==> config.mk <==
export PLATFORM = sky130hd
export DESIGN_NAME = uart_tx_cfg
export DESIGN_NICKNAME = d
export VERILOG_FILES = /design/src/rtl/uart_tx_cfg.sv
export SDC_FILE = /design/constraint.sdc
export NUM_CORES = 1
export LEC_CHECK = 0
export CAP_MARGIN = 20
export CELL_PAD_IN_SITES_DETAIL_PLACEMENT = 0
export CELL_PAD_IN_SITES_GLOBAL_PLACEMENT = 2
export CORE_UTILIZATION = 31
export DETAILED_ROUTE_END_ITERATION = 7
export PLACE_DENSITY = 0.81
export SYNTH_ARGS = -nofsm -noshare
export SYNTH_HDL_FRONTEND = slang
export SYNTH_SLANG_ARGS = --single-unit
export TNS_END_PERCENT = 100
==> constraint.sdc <==
create_clock -name clk -period 1.65 [get_ports clk]
set_input_delay 0.2475 -clock clk [delete_from_list [all_inputs] [get_ports clk]]
set_output_delay 0.2475 -clock clk [all_outputs]
set_load 0.01 [all_outputs]
==> src/rtl/uart_tx_cfg.sv <==
// rtl/uart_tx_cfg.sv - parametrised UART transmitter (data bits, parity, stop bits, bit period)
module uart_tx_cfg #(
  parameter int CLK_DIV   = 10417,
  parameter int DATA_BITS = 8,
  parameter int PARITY    = 0,
  parameter int STOP_BITS = 1
) (
  input  logic                 clk,
  input  logic                 rst,
  input  logic [DATA_BITS-1:0] tx_data,
  input  logic                 tx_valid,
  output logic                 tx_ready,
  output logic                 txd,
  output logic                 tx_busy,
  output logic                 tx_done
);

  localparam int CW = $clog2(CLK_DIV);
  localparam int BW = 4;

  // Refuse to build with parameter values the datapath does not support.
  if (CLK_DIV < 2 || DATA_BITS < 5 || DATA_BITS > 9 ||
      PARITY < 0 || PARITY > 2 || (STOP_BITS != 1 && STOP_BITS != 2)) begin : g_param_check
    $error("uart_tx_cfg: illegal parameter value");
  end

  typedef enum logic [2:0] {
    S_IDLE,
    S_START,
    S_DATA,
    S_PARITY,
    S_STOP
  } state_t;

  state_t               state_q, state_d;
  logic [CW-1:0]        baud_q, baud_d;
  logic [BW-1:0]        bit_q, bit_d;
  logic [DATA_BITS-1:0] shift_q, shift_d;
  logic                 par_q, par_d;
  logic                 txd_q, txd_d;
  logic                 done_q, done_d;
  logic                 baud_last;

  assign baud_last = (baud_q == CW'(CLK_DIV - 1));

  // Next-state and next-output logic; txd_d is the line level for the next cycle.
  always_comb begin
    state_d = state_q;
    baud_d  = baud_q;
    bit_d   = bit_q;
    shift_d = shift_q;
    par_d   = par_q;
    txd_d   = txd_q;
    done_d  = 1'b0;
    unique case (state_q)
      S_IDLE: begin
        baud_d = '0;
        bit_d  = '0;
        txd_d  = 1'b1;
        if (tx_valid) begin
          state_d = S_START;
          shift_d = tx_data;
          par_d   = (PARITY == 1) ? ~^tx_data : ^tx_data;
          txd_d   = 1'b0;
        end
      end
      S_START: begin
        if (baud_last) begin
          baud_d  = '0;
          bit_d   = '0;
          state_d = S_DATA;
          txd_d   = shift_q[0];
        end else begin
          baud_d = baud_q + 1'b1;
        end
      end
      S_DATA: begin
        if (baud_last) begin
          baud_d = '0;
          if (bit_q == BW'(DATA_BITS - 1)) begin
            bit_d = '0;
            if (PARITY != 0) begin
              state_d = S_PARITY;
              txd_d   = par_q;
            end else begin
              state_d = S_STOP;
              txd_d   = 1'b1;
            end
          end else begin
            bit_d   = bit_q + 1'b1;
            shift_d = shift_q >> 1;
            txd_d   = shift_q[1];
          end
        end else begin
          baud_d = baud_q + 1'b1;
        end
      end
      S_PARITY: begin
        if (baud_last) begin
          baud_d  = '0;
          bit_d   = '0;
          state_d = S_STOP;
          txd_d   = 1'b1;
        end else begin
          baud_d = baud_q + 1'b1;
        end
      end
      S_STOP: begin
        txd_d = 1'b1;
        if (baud_last) begin
          baud_d = '0;
          if (bit_q == BW'(STOP_BITS - 1)) begin
            bit_d   = '0;
            state_d = S_IDLE;
            done_d  = 1'b1;
          end else begin
            bit_d = bit_q + 1'b1;
          end
        end else begin
          baud_d = baud_q + 1'b1;
        end
      end
      default: begin
        state_d = S_IDLE;
        txd_d   = 1'b1;
      end
    endcase
  end

  // State and datapath registers; reset aborts any frame and returns the line to idle.
  always_ff @(posedge clk) begin
    if (rst) begin
      state_q <= S_IDLE;
      baud_q  <= '0;
      bit_q   <= '0;
      shift_q <= '0;
      par_q   <= 1'b0;
      txd_q   <= 1'b1;
      done_q  <= 1'b0;
    end else begin
      state_q <= state_d;
      baud_q  <= baud_d;
      bit_q   <= bit_d;
      shift_q <= shift_d;
      par_q   <= par_d;
      txd_q   <= txd_d;
      done_q  <= done_d;
    end
  end

  assign tx_ready = (state_q == S_IDLE) && !rst;
  assign tx_busy  = (state_q != S_IDLE);
  assign txd      = txd_q;
  assign tx_done  = done_q;

endmodule

# == Word level (Yosys, flattened, before mapping) ==
# Cells that the tools add are included.
# totals
reg_bits,31
latchBits,0
ramBits,0
romBits,0
in_bits,11
wordCells,67
n_memories,0
# classes
n_addsub,2
n_mul,0
div,0
n_lt_le_gt_ge,0
eq_ne,15
shift,0
mux,27
bitwise_logic,2
n_reduce_logical,15
# op_table
operator,count
14-bit one-hot mux with 2 select lines,1
8-bit 2-to-1 mux,3
3-bit 2-to-1 mux,7
4-bit 2-to-1 mux,5
2-bit != test (second input constant),8
4-bit one-hot mux with 4 select lines,1
8-bit one-hot mux with 2 select lines,1
3-bit one-hot mux with 5 select lines,1
14-bit by 1-bit adder with 14-bit output (second input constant),1
14-bit equality test (second input constant),1
14-bit 2-to-1 mux,1
4-bit AND reduction,2
7-bit AND reduction,1
3-bit by 2-bit equality test with 1-bit output (second input constant),2
1-bit 2-to-1 mux,6
4-bit by 1-bit adder with 4-bit output (second input constant),1
4-bit by 3-bit equality test with 1-bit output (second input constant),1
4-bit zero test,1
1-bit one-hot mux with 4 select lines,1
2-bit nonzero test,2
4-bit nonzero test,1
4-bit OR reduction,1
3-bit by 1-bit equality test with 1-bit output (second input constant),1
3-bit equality test (second input constant),1
other kinds (9),10

# == Longest topological paths before layout ==
# depth
depth_word,4
depth_mapped,8
depth_no_buf,7

# == Worst setup path after synthesis ==
# OpenSTA, ideal clock, no wires.
# synth_path
path_kind,flip-flop to flip-flop
start,register baud_q[0]
end,register bit_q[3]
setup_ns,0.070
t_arrival_ns,1.761
required_ns,1.580
setup_slack_ns,-0.181
stages_incl_launch_ff,8
period_less_slack_ns,1.831
cell_sequence,dfxtp_1 > inv_1 > ha_1 > nand2_1 > nand4b_1 > maj3_2 > or4_1 > a21oi_1
# synth_via
elab_chain_cells,3
# synth_lines
item,line,rtl
from (decl),36,"logic [CW-1:0] baud_q, baud_d;"
from (signal assigned),142,baud_q <= baud_d;
14-bit equality test *,44,assign baud_last = (baud_q == CW'(CLK_DIV - 1));
2-bit by 1-bit != test with 1-bit output (no source line) or 2-bit != test (tied branches),n/a,
4-bit AND reduction (no source line) *,n/a,
to (signal assigned),143,bit_q <= bit_d;
to (decl),37,"logic [BW-1:0] bit_q, bit_d;"
# Mark *: on every way between the ends. The rest lies on a longest branch, timed or not.
# A chain may end at the register's enable or synchronous reset.

# == Final worst setup path ==
# layout_path
start,register baud_q[6]
end,register bit_q[1]
# Same word-level chain as after synthesis.

==> metrics.txt <==
Wirelength per Cell between 10 and 15 um; CP Capture Type flop; CTS tree yes; initial antenna violation count 0; critical-path cell list nor4b_4 -> nand4b_1 -> maj3_2 -> or4b_4 -> o31ai_4; nets@finish roughly 260; core area between 4000 and 5000 sq um; TritonCTS Buffers 5; Final Cell Area roughly 2500 sq um; most frequent cells in the layout buf_4 (45), dfxtp_1 (24), nor2_1 (15); clk buf depth 2; Layout Utilization 0.519; Netlist cell types 45; Crit Path Category reg2reg; Critical-path top delay cell or4b_4; f_max between 0.5 and 0.6 GHz; Yosys reg bits 31; ANT cells 0; Area after DPL approximately 2200 sq um; Ports 15; syn nets 204; Ys Warns 0; pwr/cell area approximately 700 nW/um^2; area grow syn2layout 56.3%; crit path time final between 1500 and 2000 ps; clk sinks 31; Clk pin slew, worst setup/hold paths roughly 70 ps; DR iter-0 viols 48; Leak 0.964 nW; die height ~74 um; PnR Total Power between 0.0015 and 0.002 W; final wirelength around 4.6 mm; CTS Root Buffer Type clkbuf_8; final slew viol count 0; Via density 5.10; unrepaired setup endpoints after global routing true; vias in the first global route 1,622; Clock Latency Late Sink approximately 290 ps; failing checks negative setup slack; most common cell after layout, fill and taps aside buf_4; Final Hold Viols 0; gr ovfl total 0; largest net degree at the start of global routing 27; H-tree depth 2; CP required 1850 ps; Pre-Repair DR Iteration Count 4; GP Congestion 0.829; synthesized area about 1600 sq um; crit-path max FO 5; Mapped Cells around 190; CP max stage delay 510 ps; Crit path buffers/inverters 0; chip width ~74 um; sequential-to-total area share from yosys stat 0.383; Post-synth EDFFs 0; HP Class reg2reg; syn_area_per_cell roughly 8.6 sq um; die area approximately 5500 sq um; status finished with violations; DRC errors left 0; asr flop ratio synth 0; CP startpoint kind flop; Rel. slew slack 0.659; Final ANT Viol Nets 0; Final setup viols 9; dominant synthesized flop cell dfxtp_1; Total GRT Usage 0.178; IO Port Bufs 14; first-pass GRT wire length between 7 and 8 mm; layout cell share with drive strength beyond 1 0.412; post-route setup slack -161 ps; worst-margin pin slew 508 ps; Worst VDD drop approximately 400 uV; CP top delay family simple AND/OR/NAND/NOR gates; Initial Util 0.332; DP Wirelength around 3.0 mm; crit path DAT 2010 ps; Final Skew slightly below 10 ps; total of max-cap violations 0; final period utilization 1.10; Row Count 25; post-cts hold buffer count 0; vias after detailed routing around 1,600
[final timing paths]
check	slack, ps	start	cells after the start	end
worst max-delay path	-160	baud_q[6]	5	bit_q[1]
worst min-delay path	480	shift_q[7]	2	shift_q[7]
worst max register to register	-160	baud_q[6]	5	bit_q[1]
worst min register to register	480	shift_q[7]	2	shift_q[7]
[cell families (layout without fill, tap and decap cells)]
kind of cell / Yosys count / after routing / synth area share
flops: 31 / 31 / 0.383
compound gates: 33 / 34 / 0.135
simple gates: 80 / 80 / 0.276
xor+xnor: 11 / 11 / 0.0595
mux: 8 / 8 / 0.0494
fa+ha+maj: 6 / 6 / 0.0440
buf+inv: 20 / 80 / 0.0533
[final cells by class]
class	count	area, sq um
fillers	469	2350
multi-input cells	139	1120
inverters	8	30.0
clock buffers	6	82.6
repair buffers	64	551
well taps	67	83.8
clock inverters	2	35.0
flip-flops and latches	31	629
[what timing repair did]
action                     4_1_cts  5_1_grt
cloned                           1        1
hold endpoints to repair         0        0
setup endpoints to repair       19       29
setup buffers                    3        1
resized for setup               12       36
pin swaps                        5       18
[cells in the mapped netlist, types with 3 or more instances]
| master | count | area (sq um) |
|---|---|---|
| a211oi_1 | 9 | 67.6 |
| a21oi_1 | 10 | 50.1 |
| buf_1 | 3 | 11.3 |
| buf_2 | 3 | 15.0 |
| clkbuf_1 | 5 | 18.8 |
| dfxtp_1 | 31 | 621 |
| ha_1 | 4 | 50.1 |
| inv_1 | 8 | 30.0 |
| mux2i_1 | 8 | 80.1 |
| nand2_1 | 10 | 37.5 |
| nand2b_1 | 3 | 18.8 |
| nand3_1 | 9 | 45.0 |
| nand4_1 | 3 | 18.8 |
| nor2_1 | 16 | 60.1 |
| nor3_1 | 17 | 85.1 |
| nor4_1 | 3 | 18.8 |
| o21ai_0 | 5 | 25.0 |
| xor2_1 | 9 | 78.8 |
[routing by layer]
metal / up-vias / GRT usage / share of wire
li1: 809 / - / -
met1: 772 / 0.218 / 0.45
met2: 24 / 0.286 / 0.49
met3: 12 / 0.0447 / 0.031
met4: 0 / 0.0985 / 0.032
met5: - / 0 / 0
[where the power goes]
| part | leakage (nW) | internal, W | switching [W] |
|---|---|---|---|
| Clock | 0.0612 | 0.000489 | 0.000305 |
| Sequential | 0.256 | 0.000769 | 0.0000123 |
| Combinational | 0.647 | 0.000116 | 0.000113 |
[sequential cells by signal, indices dropped and copies added (netlist names)]
| name | flops |
|---|---|
| baud_q | 14 |
| shift_q | 8 |
| bit_q | 4 |
| state_q | 3 |
| tx_done | 1 |
| txd | 1 |
[per-stage QoR]
stage,hold slack (ps),setup WS [ps],setup TNS (ps),instances
global placement,458,-142,-1380,303
CTS,485,-166,-485,315
floorplan,395,-45.1,-96.4,189
global route,518,-254,-1810,317
finish,476,-161,-457,317
detailed placement,470,-154,-1570,303
[worst reg2reg max path, cell delays in order, from the launching register on]
cell and delay (ps):
dfxtp_2 340, nor4b_4 280, nand4b_1 160, maj3_2 360
or4b_4 510, o31ai_4 80
(Power assumes the default switching activity.)
